File: src/rtl/qpd_sequencer.sv
// Quarter-period-delay trigger sequencer.
// Each point of a run waits for a rising edge on the reference input.
// It then counts the configured delay and fires a one-cycle ADC trigger.
// Next it waits for the ADC acknowledge, with a timeout.
// Finally it idles for the configured gap before re-arming for the next point.

module qpd_sequencer #(
    parameter int unsigned SAMPLE_FREQUENCY = 100000,
    parameter int unsigned TIMEOUT_CYCLES   = 1000,
    parameter int unsigned COUNT_W          = 16
) (
    input  logic               sclock,
    input  logic               reset,
    input  logic               start,
    input  logic               abort,
    input  logic               rt,
    input  logic [7:0]         cfg_delay,
    input  logic [COUNT_W-1:0] cfg_count,
    input  logic [COUNT_W-1:0] cfg_gap,
    input  logic               adc_done,
    output logic               trigger,
    output logic               busy,
    output logic               done,
    output logic               timeout_err,
    output logic [COUNT_W-1:0] trig_index
);

    // The timeout counter is 16 bits wide.
    // Reject settings it cannot hold, and a meaningless sample rate.
    if (TIMEOUT_CYCLES < 1 || TIMEOUT_CYCLES > 65535 || SAMPLE_FREQUENCY == 0) begin : g_param_check
        $error("qpd_sequencer: TIMEOUT_CYCLES must be 1..65535 and SAMPLE_FREQUENCY nonzero");
    end

    localparam logic [15:0]        TIMEOUT_LOAD = 16'(TIMEOUT_CYCLES);
    localparam logic [COUNT_W-1:0] ONE_C        = COUNT_W'(1);

    typedef enum logic [2:0] {
        IDLE,
        WAIT_REF,
        DELAY,
        TRIG,
        WAIT_DONE,
        GAP,
        FINISH
    } state_e;

    state_e             state_q,       state_d;
    logic               rt_q;
    logic [7:0]         dly_cfg_q,     dly_cfg_d;
    logic [COUNT_W-1:0] num_cfg_q,     num_cfg_d;
    logic [COUNT_W-1:0] gap_cfg_q,     gap_cfg_d;
    logic [7:0]         dly_cnt_q,     dly_cnt_d;
    logic [COUNT_W-1:0] gap_cnt_q,     gap_cnt_d;
    logic [15:0]        to_cnt_q,      to_cnt_d;
    logic               done_flag_q,   done_flag_d;
    logic               trigger_q,     trigger_d;
    logic               busy_q,        busy_d;
    logic               done_q,        done_d;
    logic               timeout_err_q, timeout_err_d;
    logic [COUNT_W-1:0] trig_index_q,  trig_index_d;

    logic rt_rise;
    logic ack;

    // The edge is seen every cycle, but only WAIT_REF acts on it.
    assign rt_rise = rt & ~rt_q;

    // An acknowledge that arrived during TRIG is held one cycle and honoured here.
    assign ack = adc_done | done_flag_q;

    // Next-state and next-output computation for the whole sequencer.
    always_comb begin
        // NOTE: every _d takes its _q value (or an idle value) first.
        // A branch that forgets to assign then holds state instead of inferring a latch.
        state_d       = state_q;
        dly_cfg_d     = dly_cfg_q;
        num_cfg_d     = num_cfg_q;
        gap_cfg_d     = gap_cfg_q;
        dly_cnt_d     = dly_cnt_q;
        gap_cnt_d     = gap_cnt_q;
        to_cnt_d      = to_cnt_q;
        done_flag_d   = 1'b0;
        trigger_d     = 1'b0;
        done_d        = 1'b0;
        timeout_err_d = timeout_err_q;
        trig_index_d  = trig_index_q;

        unique case (state_q)
            IDLE: begin
                if (start) begin
                    dly_cfg_d     = cfg_delay;
                    num_cfg_d     = cfg_count;
                    gap_cfg_d     = cfg_gap;
                    trig_index_d  = '0;
                    timeout_err_d = 1'b0;
                    state_d       = (cfg_count == '0) ? FINISH : WAIT_REF;
                end
            end

            WAIT_REF: begin
                if (rt_rise) begin
                    dly_cnt_d = dly_cfg_q;
                    if (dly_cfg_q == 8'd0) begin
                        state_d   = TRIG;
                        trigger_d = 1'b1;
                        if (trig_index_q < num_cfg_q) begin
                            trig_index_d = trig_index_q + ONE_C;
                        end
                    end else begin
                        state_d = DELAY;
                    end
                end
            end

            DELAY: begin
                // Leaving at a count of 1 puts the trigger exactly D+1 cycles after the edge.
                if (dly_cnt_q <= 8'd1) begin
                    dly_cnt_d = 8'd0;
                    state_d   = TRIG;
                    trigger_d = 1'b1;
                    if (trig_index_q < num_cfg_q) begin
                        trig_index_d = trig_index_q + ONE_C;
                    end
                end else begin
                    dly_cnt_d = dly_cnt_q - 8'd1;
                end
            end

            TRIG: begin
                to_cnt_d    = TIMEOUT_LOAD;
                done_flag_d = adc_done;
                state_d     = WAIT_DONE;
            end

            WAIT_DONE: begin
                if (ack) begin
                    to_cnt_d = 16'd0;
                    if (trig_index_q == num_cfg_q) begin
                        state_d = FINISH;
                    end else if (gap_cfg_q == '0) begin
                        state_d = WAIT_REF;
                    end else begin
                        gap_cnt_d = gap_cfg_q;
                        state_d   = GAP;
                    end
                end else if (to_cnt_q <= 16'd1) begin
                    // The acknowledge window is TIMEOUT_CYCLES cycles of WAIT_DONE.
                    to_cnt_d      = 16'd0;
                    timeout_err_d = 1'b1;
                    state_d       = FINISH;
                end else begin
                    to_cnt_d = to_cnt_q - 16'd1;
                end
            end

            GAP: begin
                if (gap_cnt_q <= ONE_C) begin
                    gap_cnt_d = '0;
                    state_d   = WAIT_REF;
                end else begin
                    gap_cnt_d = gap_cnt_q - ONE_C;
                end
            end

            FINISH: begin
                done_d  = ~timeout_err_q;
                state_d = IDLE;
            end

            default: begin
                state_d = IDLE;
            end
        endcase

        // Abort wins over everything else in any active state.
        // It drops any trigger, done or timeout decided this cycle.
        if (abort && state_q != IDLE) begin
            state_d       = IDLE;
            trigger_d     = 1'b0;
            done_d        = 1'b0;
            done_flag_d   = 1'b0;
            timeout_err_d = timeout_err_q;
            trig_index_d  = trig_index_q;
        end

        busy_d = (state_d != IDLE);
    end

    // State and output registers with synchronous reset.
    always_ff @(posedge sclock) begin
        // NOTE: non-blocking assignments only.
        // Every flop samples the pre-edge values, whatever the statement order.
        if (reset) begin
            state_q       <= IDLE;
            rt_q          <= 1'b0;
            dly_cfg_q     <= 8'd0;
            num_cfg_q     <= '0;
            gap_cfg_q     <= '0;
            dly_cnt_q     <= 8'd0;
            gap_cnt_q     <= '0;
            to_cnt_q      <= 16'd0;
            done_flag_q   <= 1'b0;
            trigger_q     <= 1'b0;
            busy_q        <= 1'b0;
            done_q        <= 1'b0;
            timeout_err_q <= 1'b0;
            trig_index_q  <= '0;
        end else begin
            state_q       <= state_d;
            rt_q          <= rt;
            dly_cfg_q     <= dly_cfg_d;
            num_cfg_q     <= num_cfg_d;
            gap_cfg_q     <= gap_cfg_d;
            dly_cnt_q     <= dly_cnt_d;
            gap_cnt_q     <= gap_cnt_d;
            to_cnt_q      <= to_cnt_d;
            done_flag_q   <= done_flag_d;
            trigger_q     <= trigger_d;
            busy_q        <= busy_d;
            done_q        <= done_d;
            timeout_err_q <= timeout_err_d;
            trig_index_q  <= trig_index_d;
        end
    end

    assign trigger     = trigger_q;
    assign busy        = busy_q;
    assign done        = done_q;
    assign timeout_err = timeout_err_q;
    assign trig_index  = trig_index_q;

endmodule
File: config.mk
export PLATFORM = sky130hd
export DESIGN_NAME = qpd_sequencer
export DESIGN_NICKNAME = d
export VERILOG_FILES = /design/src/rtl/qpd_sequencer.sv
export SDC_FILE = /design/constraint.sdc
export NUM_CORES = 1
export LEC_CHECK = 0
export CAP_MARGIN = 20
export CORE_AREA = 2 2 152 110
export CTS_CLUSTER_DIAMETER = 200
export DETAILED_ROUTE_END_ITERATION = 6
export DIE_AREA = 0 0 154 112
export MAX_ROUTING_LAYER = met4
export PLACE_DENSITY = 0.5
export SLEW_MARGIN = 10
export SYNTH_ARGS = -nofsm -noshare
export SYNTH_HDL_FRONTEND = slang
export SYNTH_SLANG_ARGS = --single-unit
File: constraint.sdc
create_clock -name sclock -period 3.2 [get_ports sclock]
set_input_delay 0.48 -clock sclock [delete_from_list [all_inputs] [get_ports sclock]]
set_output_delay 0.48 -clock sclock [all_outputs]
set_load 0.02 [all_outputs]
* Yosys cells after proc, flatten, opt, wreduce, memory -nomap -nowiden
Index checks and enable logic that the tools add are counted. W data, S select, Z words.
Word-level totals: bits in registers 105, latch bits 0, RAM bits 0, ROM bits 0, bits of input ports 46, output and inout bits 20, logic and storage cells 102, memories 0
Cells by class: $add $sub $neg 4, $mul 0, divide/modulo/power cells 0, $lt $le $gt $ge 4, equality and inequality tests 16, shift-type cells 0, muxes and demuxes 37, bitwise gates (word level) 7, reductions and logical operators 20
Operators by type and width (count):
- $mux W16 | 11
- $pmux W16 S2 | 2
- $pmux W16 S3 | 1
- $le A16 B1 Y1 const B | 2
- $logic_not A16 Y1 | 2
- $sub A16 B1 Y16 const B | 2
- $mux W3 | 10
- $ne A2 B2 Y1 const B | 9
- $pmux W3 S6 | 1
- $add A16 B1 Y16 const B | 1
- $eq A16 B16 Y1 | 1
- $lt A16 B16 Y1 | 1
- $mux W8 | 2
- $pmux W8 S2 | 1
- $eq A3 B3 Y1 const B | 3
- $reduce_bool A3 Y1 | 3
- $le A8 B1 Y1 const B | 1
- $logic_not A8 Y1 | 1
- $reduce_bool A2 Y1 | 4
- $sub A8 B1 Y8 const B | 1
- $mux W1 | 7
- $eq A3 B2 Y1 const B | 2
- $reduce_and A6 Y1 | 1
- $reduce_or A3 Y1 | 2
- 11 further kinds | 17

* Logic depth before layout (Yosys ltp)
Gate-level depths: netlist (run 1).
word-level depth 7, gate-level depth with buffers 10, depth with buffers taken out 9

* Worst setup path before layout (run 1)
No wires, ideal clock.
path type register to register, start reg dly_cnt_q[3], end reg trig_index_q[15] (netlist: trig_index[15]), setup time 0.071 ns, arrival time 2.682 ns, data required time 3.129 ns, path slack 0.447 ns, stages on the path, launching flop included 10, path buffers 2, clock period less this slack 2.753 ns, path through dfxtp_1 buf_6 or4_4 o31ai_4 o31ai_1 a2111oi_4 a21oi_2 buf_6 or4_1 a21oi_1
Between the ends: longest elaborated chain between the ends 3
Ends and longest elaborated chain:
- from (decl) | RTL line 52 | logic [7:0] dly_cnt_q, dly_cnt_d;
- from (signal assigned) | RTL line 214 | dly_cnt_q <= dly_cnt_d;
- $le A8 B1 Y1 | RTL line 117 | if (dly_cnt_q <= 8'd1) begin
- $ne A2 B2 Y1 (no line)
- $reduce_and A6 Y1 (no line)
- to (signal assigned) | RTL line 222 | trig_index_q <= trig_index_d;
- to (decl) | RTL line 60 | logic [COUNT_W-1:0] trig_index_q, trig_index_d;
Every way passes these cells. A chain may end at the register's enable or synchronous reset.

* Worst setup path in the final report (run 1)
start reg dly_cnt_q[3], end reg trig_index_q[5] (netlist: trig_index[5])
The elaborated chain is that of the path after synthesis.

==> results of run 1 <==
-- metrics by stage --
step	cells	hold slack, ns	util [%]	worst slack (ns)	area, µm²
after floorplan	701	0.436	-	0.447	5410
after global placement	958	0.447	40.0	0.335	6340
after detailed placement	958	0.447	40.0	0.265	6340
after CTS	974	0.459	41.8	0.394	6630
after global routing	974	0.473	41.8	0.120	6630
final	974	0.457	41.8	0.374	6630
-- area by class of cell --
cell class	count	area, µm²
Fill cell	1571	9230
Tap cell	205	256
Sequential cell	105	2100
Clock inverter	7	63.8
Inverter	32	120
Clock buffer	9	225
Timing Repair Buffer	87	811
Multi-Input combinational cell	529	3050
-- synthesized netlist by cell type (10+ instances only) --
master,instances,area (µm²)
a21oi_1,75,375
a22oi_1,18,135
clkbuf_1,29,109
dfxtp_1,105,2100
ha_1,23,288
inv_1,32,120
nand2_1,119,447
nand3_1,10,50.1
nand4_1,10,62.6
nor2_1,77,289
nor3_1,14,70.1
nor4_1,21,131
o21ai_0,33,165
o31ai_1,14,105
or4_1,13,97.6
-- flip-flops by register name, indices dropped and copies added, names as in the netlist, 3 cells and up --
name	flops
to_cnt_q	16
num_cfg_q	16
trig_index	16
dly_cnt_q	8
gap_cnt_q	16
dly_cfg_q	8
state_q	3
gap_cfg_q	16
-- logic make-up after synthesis --
kind of cell / Yosys count / synth area share (%)
mux: 1 / 0.208
compound gates: 184 / 21.6
simple gates: 308 / 27.0
flops: 105 / 38.9
xor+xnor: 13 / 2.10
fa+ha+maj: 23 / 5.32
buf+inv: 67 / 4.93
-- worst min-delay path by stage --
stage	to	slack, ns	cells after the start
after floorplan	num_cfg_q[10]	0.44	2
after global placement	num_cfg_q[12]	0.45	2
after detailed placement	num_cfg_q[5]	0.45	2
after CTS	num_cfg_q[5]	0.46	2
after global routing	num_cfg_q[13]	0.47	2
final	num_cfg_q[5]	0.46	2
-- metal layers --
| metal | routed length [µm] | up-vias |
|---|---|---|
| met4 | 66 | 0 |
| met3 | 878 | 7 |
| met1 | 8580 | 2458 |
| met2 | 6090 | 144 |
| li1 | - | 2634 |
| met5 | 0 | - |
-- power by group through the flow --
stage               combinational, mW  sequential, mW  clock (mW)
global placement                0.794            1.51           0
floorplan                       0.546            1.48           0
global route                    0.906            1.50        1.18
detailed placement              0.804            1.52           0
finish                          0.812            1.49        1.09
CTS                             0.809            1.49        1.13
-- worst max-delay path, stage by stage, from the launching register on --
cell	delay, ns
dfxtp_1	0.38
or4_4	0.60
o31ai_4	0.25
o31ai_1	0.16
a2111oi_4	0.39
nand2_2	0.21
or4_1	0.56
a31oi_1	0.19
==> results.md, run 1 <==
* Postcts setup bufs at 0
* Worst VDD drop at 328 µV
* Ys async rst share at 0%
* Crit share post-route at 88.3%
* Crit path capture: trig_index[5]
* P_int at 2.26 mW
* Primary FF master, synth: dfxtp_1
* Final WL at 15600 µm
* Post-CTS Hold Buffers at 0
* Commonest non-fill, non-tap cells in the layout: nand2_1, dfxtp_1, nor2_1
* Diode count at 0
* YS warnings at 0
* Die W at 154 µm
* Die area at 17200 µm²
* Syn_nets at 770
* Clock tree sinks at 105
* Wire per inst at 16.0 µm
* Final Max Slew Viols at 0
* Switch Pwr at 1.13 mW
* Max Clk Rate at 0.354 GHz
* Peak fanout along the critical path at 10
* Gr busiest metal: met1
* Crit. End Element: flip-flop
* Worst EP arrival at 3.11 ns
* Vias after detailed routing at 5243
* Netlist Area Pre-Place at 5410 µm²
* R2r startpoint: dly_cnt_q[3]
* GR Layer Usage met1 at 30.3%
* Sw Share at 33.3%
* Clock share of power at 32.1%
* Mean Syn Cell Area at 7.72 µm²
* Overflow after GRT at 0
* Total power at 3.39 mW
* Max H-tree Level at 3
* Die Y at 112 µm
* DP HPWL at 11500 µm
* MaxCap Viol Count at 0
* Antenna-violating nets left at 0
* Req. time, crit path at 3.48 ns
* CTS tree: yes
* Seq cells post-synth at 105
* Pin count of the biggest net entering global routing at 57
* Clock skew at 0.00902 ns
* Status: complete, no violations
* Top Ports at 66
* Final Wtd Congestion at 0.858
* Post-synth EDFFs at 0
* Setup TNS at 0 ns
* PostCTS Resize Cnt at 0
* # setup viols final at 0
* Bufs on Longest Clock Path at 2
* Area Growth Syn to Fin at 22.5%
* Worst slew margin at 36.0%
* Least-Margin Pin Slew at 0.960 ns
* Root Driver: clkbuf_16
* GR Util met2 at 24.4%
* Critical R2R Capture: trig_index[5]
* Mapped Cells at 701
* Cell Rows at 39
* Initial Util at 34.1%
* Sequential share of power at 43.9%
* Drt pass-1 iters at 5
* Synth unique cells at 55
* DRC viols at 0
* First-pass GRT wire length at 25400 µm
* LEAKAGE at 2.42 nW
* Worst setup path category: reg -> reg
* Most common cell after layout, fill and taps aside: nand2_1
* PwrDens at 511 nW/µm²
* Worst Hold Class: reg -> reg
* Via-per-instance ratio at 5.38
* Worst Setup Start Kind: flip-flop
* Iter 0 DRT Violations at 434
* Combinational power share at 24.0%
* Vias in the first global route at 4618
* Reg2reg path depth at 7
* Core Area at 15900 µm²
* Layout cell share with drive strength beyond 1 at 6.63%
* Port bufs at 65
* Initial antenna violation count at 0
* Nets at 833
* Clock-pin transition on the worst setup and hold timing paths at 0.08 ns
* GRT Util Overall at 19.2%
* RSZ-0062 raised after global routing: false
* R2R Setup Slk at 0.37 ns
* Critical path origin: dly_cnt_q[3]
* Final Hold Viols at 0
* Grt met3 use at 4.40%
* Fin crit period at 2.83 ns
* Min-delay src: num_cfg_q[5]
* Skew-Pair Late Insertion Delay at 0.36 ns
* Number of buffers created by CTS at 9
* Sequential fraction of the synthesis area at 38.9%
Power figures use the tool's default switching activity.
==> run 2: changes to the inputs <==
--- a/config.mk
+++ b/config.mk
@@ -13,3 +13,3 @@
 export MAX_ROUTING_LAYER = met4
-export PLACE_DENSITY = 0.5
+export PLACE_DENSITY = 0.55
 export SLEW_MARGIN = 10
@@ -18 +18,2 @@
 export SYNTH_SLANG_ARGS = --single-unit
+export TNS_END_PERCENT = 100
==> constraint.sdc (replaced) <==
create_clock -name sclock -period 3.2 [get_ports sclock]
set_input_delay 0.64 -clock sclock [delete_from_list [all_inputs] [get_ports sclock]]
set_output_delay 0.64 -clock sclock [all_outputs]
set_load 0.02 [all_outputs]
==> results.md, run 2 (synthesis results as in run 1) <==
* Status: complete, no violations (unchanged)
* Top Ports at 66 (unchanged)
* Initial antenna violation count at 0 (unchanged)
* Setup TNS at 0 ns (unchanged)
* Iter 0 DRT Violations at 331 (was 434)
* PwrDens at 527 nW/µm² (was 511 nW/µm²)
* Die area at 17200 µm² (unchanged)
* DRC viols at 0 (unchanged)
* # setup viols final at 0 (unchanged)
* Peak fanout along the critical path at 13 (was 10)
* Commonest non-fill, non-tap cells in the layout: nand2_1, dfxtp_1, nor2_1 (unchanged)
* Nets at 824 (was 833)
* Number of buffers created by CTS at 9 (unchanged)
* CTS tree: yes (unchanged)
* Worst slew margin at 39.6% (was 36.0%)
* Wire per inst at 15.5 µm (was 16.0 µm)
* Antenna-violating nets left at 0 (unchanged)
* Place WS at 0.0391 ns (was 0.265 ns)
* Fillers at 1564 (was 1571)
* RSZ-0062 raised after global routing: false (unchanged)
* Pin count of the biggest net entering global routing at 67 (was 57)
* Worst Setup Start Kind: flip-flop (unchanged)
* Final WL at 15000 µm (was 15600 µm)
* Overflow after GRT at 0 (unchanged)
* Postcts setup bufs at 0 (unchanged)
* Fin crit period at 2.81 ns (was 2.83 ns)
* Max H-tree Level at 3 (unchanged)
* Core Area at 15900 µm² (unchanged)
* Cell Rows at 39 (unchanged)
* Root Driver: clkbuf_16 (unchanged)
* Clock skew at 0.0120 ns (was 0.00902 ns)
* Crit. End Element: flip-flop (unchanged)
* Most common cell after layout, fill and taps aside: nand2_1 (unchanged)
* Fin util at 41.6% (was 41.8%)
* LEAKAGE at 2.38 nW (was 2.42 nW)
* Setup slack after layout at 0.386 ns (was 0.374 ns)
* Initial Util at 34.1% (unchanged)
* Least-Margin Pin Slew at 0.897 ns (was 0.960 ns)
* Drt pass-1 iters at 5 (unchanged)
* First-pass GRT wire length at 24000 µm (was 25400 µm)
* Worst setup path category: reg -> reg (unchanged)
* Layout cell share with drive strength beyond 1 at 5.26% (was 6.63%)
* Port bufs at 65 (unchanged)
* Max Clk Rate at 0.355 GHz (was 0.354 GHz)
* Req. time, crit path at 3.48 ns (about the same)
* GRT Util Overall at 17.8% (was 19.2%)
* Placed Cells at 949 (was 958)
* Multi-input gate area at 3050 µm² (unchanged)
* Worst VDD drop at 242 µV (was 328 µV)
* Crit share post-route at 88.0% (was 88.3%)
* DP HPWL at 11000 µm (was 11500 µm)
* Final Hold Viols at 0 (unchanged)
* Bufs on Longest Clock Path at 2 (unchanged)
* Vias in the first global route at 4637 (was 4618)
* Die W at 154 µm (unchanged)
* Post-route non-filler standard cell count at 965 (was 974)
* Skew-Pair Late Insertion Delay at 0.35 ns (was 0.36 ns)
* Worst Hold Class: reg -> reg (unchanged)
* Sequential Area at 2100 µm² (unchanged)
* MaxCap Viol Count at 0 (unchanged)
* Area Growth Syn to Fin at 21.9% (was 22.5%)
* Clock-pin transition on the worst setup and hold timing paths at 0.08 ns (about the same)
* Die Y at 112 µm (unchanged)
* Final Wtd Congestion at 0.851 (was 0.858)
* Clock tree sinks at 105 (unchanged)
* Post-CTS Hold Buffers at 0 (unchanged)
* Vias after detailed routing at 5153 (was 5243)
* PostCTS Resize Cnt at 0 (unchanged)
* Diode count at 0 (unchanged)
* Final Max Slew Viols at 0 (unchanged)
* Total power at 3.47 mW (was 3.39 mW)
* Worst EP arrival at 3.09 ns (was 3.11 ns)
* Via-per-instance ratio at 5.34 (was 5.38)
run 2: cell types whose count changed in the layout (fill, tap and decap cells not counted), moves of 2 or more:
cell | before | now
buf_4 | 22 | 13
bufinv_16 | 0 | 2
clkbuf_1 | 0 | 2
clkinv_4 | 5 | 1
run 2: per-stage QoR:
step | hold slack, ns | cell area [µm²]
2_1_floorplan | 0.436 | 5410
3_3_place_gp | 0.449 | 6270
3_5_place_dp | 0.448 | 6270
4_1_cts | 0.458 | 6600
5_1_grt | 0.477 | 6600
6_report | 0.455 | 6600
run 2: worst max-delay path: stages, from the launching register on:
cell and delay, ns:
dfxtp_1 0.38, or4_4 0.61, o31ai_4 0.27, o31ai_1 0.14
a2111oi_4 0.42, a21oi_2 0.23, or4_1 0.53, a21oi_1 0.16
run 2: routing by layer:
metal  track usage, %  wire length, µm  vias to the layer above
met5                -                0                        -
met4             3.61              125                        0
met3             3.08              649                       13
met2             24.6             6120                      119
met1             26.8             8090                     2413
li1                 -                -                     2608
run 2: final cells by class:
| cell class | count | area share, % |
|---|---|---|
| clock buffers | 12 | 3.74 |
| clock inverters | 4 | 1.16 |
| inverters | 32 | 1.82 |
| multi-input cells | 529 | 46.3 |
| flip-flops and latches | 105 | 31.9 |
| well taps | 205 | 3.89 |
| repair buffers | 78 | 11.3 |
run 2: final timing paths:
path,slack (ns),to,from,cells past startpoint
worst max-delay path,0.39,trig_index[13],dly_cnt_q[3],7
worst min-delay path,0.45,num_cfg_q[5],num_cfg_q[5],2
worst max register to register,0.39,trig_index[13],dly_cnt_q[3],7
worst min register to register,0.45,num_cfg_q[5],num_cfg_q[5],2
run 2: where the power goes:
group	switching, mW	internal, mW
clock network	0.494	0.710
registers	0.0836	1.40
logic	0.482	0.309
total	1.06	2.41
==> run 3: changes to the inputs <==
Settings changed: CAP_MARGIN 20 to 10.
==> results of run 3 <==
The final DEF is identical to that of run 2; final timing and power are the same.
